===== src/rtl/pipeline_hazard_ctrl.sv =====
// Hazard scheduler for the 5-stage pipeline: scoreboards in-flight destinations,
// drives IF/ID stall, operand forwarding selects, redirect flushes and perf counters.
module pipeline_hazard_ctrl #(
   parameter int FWD_EN     = 0,
   parameter int BR_PENALTY = 1,
   parameter int CNT_W      = 16
) (
   input  logic             clk,
   input  logic             reset,
   input  logic             id_valid,
   input  logic [4:0]       id_rs,
   input  logic [4:0]       id_rt,
   input  logic             id_use_rs,
   input  logic             id_use_rt,
   input  logic             id_wr_en,
   input  logic [4:0]       id_wr_addr,
   input  logic             id_is_load,
   input  logic             redirect,
   output logic             stall,
   output logic             flush,
   output logic [1:0]       fwd_a,
   output logic [1:0]       fwd_b,
   output logic [CNT_W-1:0] stall_cycles,
   output logic [CNT_W-1:0] flush_cycles
);

   localparam logic [1:0]       PENALTY = 2'(BR_PENALTY);
   localparam logic [CNT_W-1:0] CNT_ONE = CNT_W'(1);

   // Only the EX entry's load bit matters: a load result is ready once it reaches MEM.
   logic       exValid, memValid, wbValid;
   logic [4:0] exAddr, memAddr, wbAddr;
   logic       exLoad;
   logic [1:0] flushCnt;

   logic flushing, issue, accept, hazard;
   logic aEx, aMem, aWb, bEx, bMem, bWb;

   function automatic logic srcMatch(input logic useSrc, input logic [4:0] src,
                                     input logic entValid, input logic [4:0] entAddr);
      return useSrc && (src != 5'd0) && entValid && (entAddr == src);
   endfunction

   function automatic logic [1:0] fwdSel(input logic mEx, input logic mMem, input logic mWb);
      if (mEx)       return 2'd1;
      else if (mMem) return 2'd2;
      else if (mWb)  return 2'd3;
      else           return 2'd0;
   endfunction

   always_comb begin
      aEx  = srcMatch(id_use_rs, id_rs, exValid,  exAddr);
      aMem = srcMatch(id_use_rs, id_rs, memValid, memAddr);
      aWb  = srcMatch(id_use_rs, id_rs, wbValid,  wbAddr);
      bEx  = srcMatch(id_use_rt, id_rt, exValid,  exAddr);
      bMem = srcMatch(id_use_rt, id_rt, memValid, memAddr);
      bWb  = srcMatch(id_use_rt, id_rt, wbValid,  wbAddr);

      flushing = (flushCnt != 2'd0);

      // Without forwarding even a WB producer stalls: the regfile read sees the old value.
      if (FWD_EN != 0) hazard = (aEx | bEx) & exLoad;
      else             hazard = aEx | aMem | aWb | bEx | bMem | bWb;

      stall  = id_valid & ~flushing & hazard;
      flush  = flushing;
      issue  = id_valid & ~stall & ~flushing;
      accept = redirect & issue;

      fwd_a = 2'd0;
      fwd_b = 2'd0;
      if ((FWD_EN != 0) && !stall && !flushing) begin
         fwd_a = fwdSel(aEx, aMem, aWb);
         fwd_b = fwdSel(bEx, bMem, bWb);
      end
   end

   always_ff @(posedge clk) begin
      if (reset) begin
         exValid      <= 1'b0;
         exAddr       <= 5'd0;
         exLoad       <= 1'b0;
         memValid     <= 1'b0;
         memAddr      <= 5'd0;
         wbValid      <= 1'b0;
         wbAddr       <= 5'd0;
         flushCnt     <= 2'd0;
         stall_cycles <= '0;
         flush_cycles <= '0;
      end else begin
         exValid  <= issue & id_wr_en & (id_wr_addr != 5'd0);
         exAddr   <= id_wr_addr;
         exLoad   <= id_is_load;
         memValid <= exValid;
         memAddr  <= exAddr;
         wbValid  <= memValid;
         wbAddr   <= memAddr;

         if (accept)        flushCnt <= PENALTY;
         else if (flushing) flushCnt <= flushCnt - 2'd1;

         if (stall && (stall_cycles != '1)) stall_cycles <= stall_cycles + CNT_ONE;
         if (flush && (flush_cycles != '1)) flush_cycles <= flush_cycles + CNT_ONE;
      end
   end

endmodule


===== config.mk =====
export PLATFORM = sky130hd
export DESIGN_NAME = pipeline_hazard_ctrl
export DESIGN_NICKNAME = d
export VERILOG_FILES = /design/src/rtl/pipeline_hazard_ctrl.sv
export SDC_FILE = /design/constraint.sdc
export NUM_CORES = 1
export LEC_CHECK = 0
export BUFFER_PORTS_ARGS = -buffer_cell sky130_fd_sc_hd__clkbuf_2
export CORE_UTILIZATION = 45
export CTS_CLUSTER_DIAMETER = 100
export DETAILED_ROUTE_END_ITERATION = 6
export PLACE_DENSITY = 0.69
export SYNTH_ARGS = -nofsm -noshare
export SYNTH_HDL_FRONTEND = slang
export SYNTH_SLANG_ARGS = --single-unit

===== constraint.sdc =====
create_clock -name clk -period 2.9 [get_ports clk]
set_clock_uncertainty 0.05 [all_clocks]
set_input_delay 0.145 -clock clk [delete_from_list [all_inputs] [get_ports clk]]
set_output_delay 0.145 -clock clk [all_outputs]
set_load 0.01 [all_outputs]

==> impl_metrics.json <==
{
  "clockRootBuffer": "clkbuf_8",
  "finalCritPeriodShare_pct": 86.1,
  "io_pins": 61,
  "placed_cell_area_um2": 2850,
  "drtIter0Drc": 76,
  "dieWidth_um": 77.3,
  "hold_path.class": "primary input to flip-flop",
  "cp-end-kind": "primary output",
  "hold_violations": 0,
  "ff2ff_path_depth": 7,
  "critPathKind": "flip-flop to primary output",
  "wire_per_inst_um": 12.6,
  "final_util_pct": 54.3,
  "fmax_mhz": 401,
  "final_cell_mix": "clkbuf_2, dfxtp_1, xor2_1",
  "dp_hpwl_um": 3770,
  "ant_nets": 0,
  "cts_max_level": 2,
  "post_synth.cell_area_avg_um2": 8.77,
  "core_region_area_um2": 5470,
  "clk_pin_slew_ns": 0.10,
  "yosys.area_share.adder_pct": 1.47,
  "outcome": "finished, final reports clean",
  "synth.mux.area_fraction_pct": 0.392,
  "arrival_ns": 2.30,
  "r2r_start": "wbAddr[0]",
  "ys_seq_area_share_pct": 40.8,
  "drtPass1Iterations": 4,
  "r2r_end": "stall_cycles[2]",
  "synthXorXnorAreaFrac_pct": 16.1,
  "synth_area_um2": 2550,
  "initial_core_util_pct": 46.6,
  "cp-endpoint": "stall",
  "yosys_most_used_dff": "dfxtp_1",
  "insertion_delay_ns": 0.30,
  "groute.usage.overall_pct": 18.6,
  "startpoint": "memAddr[1]",
  "p_per_area_nw_per_um2": 500,
  "die_area_um2": 5970,
  "clkSinkCount": 52,
  "rsz0062_at_grt": "no",
  "period_needed_ns": 2.50,
  "async_reset_ff_share_pct": 0,
  "synth_top_family_by_area": "simple AND/OR/NAND/NOR gates",
  "worst_pin_slew_ns": 1.06,
  "design_area_um2": 2970,
  "finalSetupViolations": 0,
  "place_ws_ns": 0.476,
  "grt_pass1_vias": 1969,
  "clockBufferDepth": 2,
  "vdd_drop_max_mv": 0.317,
  "synth_seq_cells": 52,
  "drc_errors": 0,
  "area.growth.synth_to_final_pct": 16.4,
  "yosys.area_share.simple_pct": 26.7,
  "synth-compound-area-share_pct": 9.81,
  "required_ns": 2.71,
  "layout_commonest_cell": "clkbuf_2",
  "drv_cap": 0,
  "grt_pass1_wl_um": 8900,
  "yosysUniqueCellTypes": 35,
  "grt_max_degree": 54,
  "synth_edf_count": 0,
  "wirelength_um": 5250,
  "fin_nets": 369,
  "final_max_slew_viol_count": 0,
  "cts_buffers": 5,
  "tns_ns": 0,
  "p_leak_nw": 1.23,
  "worst_slack_ns": 0.404,
  "slew_headroom_pct": 29.1,
  "startpoint_type": "flip-flop",
  "cts_tree": "done",
  "numPortBuffers": 55,
  "vias": 2167,
  "vias_per_cell": 5.21,
  "syn_inst": 291,
  "r2r_setup_slack_ns": 0.52,
  "grt_overflow_total": 0,
  "drive_gt1_share_pct": 18.9,
  "antenna_found_initial": 0,
  "place_congestion": 0.800,
  "yosys_warnings": 0,
  "die_height_um": 77.3,
  "placementRows": 27,
  "antenna_cells": 0,
  "cp_max_fo": 22
}
final cells by class:
cell class | instances | area (um^2)
flip-flops and latches | 52 | 1040
inverters | 8 | 30.0
clock inverters | 2 | 15.0
well taps | 72 | 90.1
multi-input cells | 218 | 1410
clock buffers | 6 | 82.6
repair buffers | 58 | 303
fillers | 530 | 2500
critical path, stage by stage (launching register included):
cell and delay (ns):
dfxtp_1 0.39, xor2_1 0.17, nor4_1 0.07, and3_1 0.16, o31ai_1 0.52, a21o_2 0.44
inv_1 0.10, clkbuf_2 0.14
registers in the layout (all words and copies together), names as in the netlist:
| name | cells |
|---|---|
| flush_cycles | 16 |
| flushCnt | 2 |
| wbValid | 1 |
| memValid | 1 |
| exAddr | 5 |
| exValid | 1 |
| memAddr | 5 |
| stall_cycles | 16 |
| wbAddr | 5 |
routing by layer:
metal / global-route usage (%) / wire length, um / up-vias
met5: 0 / 0 / -
met4: 7.92 / 73 / 0
met3: 3.57 / 149 / 5
met2: 29.6 / 2540 / 40
met1: 24.3 / 2490 / 1002
li1: - / - / 1120
power by group:
group / total, mW / leakage [nW] / switching, mW / internal (mW)
combinational: 0.271 / 0.769 / 0.154 / 0.117
sequential: 0.778 / 0.422 / 0.0285 / 0.750
clock: 0.436 / 0.0434 / 0.242 / 0.194
kinds of logic after synthesis:
logic type,after synthesis
buffers and inverters,24
other,1
AND/OR/NAND/NOR,123
adder cells (fa/ha/maj),3
AO/OA/AOI/OAI,40
flip-flops,52
XOR/XNOR,47
multiplexers,1
through the flow:
step | hold WS, ns | power [mW] | std cells
after CTS | 0.000173 | 1.50 | 416
after global routing | 0.0102 | 1.57 | 416
final | 0.00904 | 1.48 | 416
after floorplan | 0.192 | 0.990 | 294
after global placement | 0.297 | 1.05 | 406
after detailed placement | 0.313 | 1.07 | 406
timing repair:
action / 4_1_cts / 5_1_grt
endpoints found under the setup margin: 0 / 1
hold buffers: 2 / 0
resized for setup: 0 / 1
setup buffers: 0 / 0
endpoints found under the hold margin: 2 / 0
worst min path at each step:
stage / start / to / slack, ns / cells after the start
5_1_grt: id_wr_addr[0] / exAddr[0] / 0.01 / 2
2_1_floorplan: redirect / flushCnt[1] / 0.19 / 1
4_1_cts: id_wr_addr[0] / exAddr[0] / 0.0002 / 2
3_5_place_dp: redirect / flushCnt[1] / 0.31 / 2
3_3_place_gp: redirect / flushCnt[1] / 0.30 / 2
6_report: id_wr_addr[0] / exAddr[0] / 0.009 / 2
Yosys cell counts (2+ instances only):
master | number | area, um^2
dfxtp_1 | 52 | 1040
xor2_1 | 36 | 315
nor2_1 | 23 | 86.3
nor2b_1 | 18 | 113
a21oi_1 | 15 | 75.1
nand2_1 | 15 | 56.3
nand3_1 | 14 | 70.1
or4_1 | 12 | 90.1
and3_1 | 11 | 68.8
o31ai_1 | 11 | 82.6
xnor2_1 | 11 | 96.3
clkbuf_1 | 9 | 33.8
inv_1 | 8 | 30.0
o21ai_0 | 8 | 40.0
nand4_1 | 7 | 43.8
nor4_1 | 6 | 37.5
or3_1 | 5 | 31.3
buf_4 | 4 | 30.0
and4_1 | 3 | 26.3
ha_1 | 3 | 37.5
nor3_1 | 3 | 15.0
and2_1 | 2 | 12.5
buf_2 | 2 | 10.0
nand3b_1 | 2 | 15.0
(Power assumes the default switching activity.)
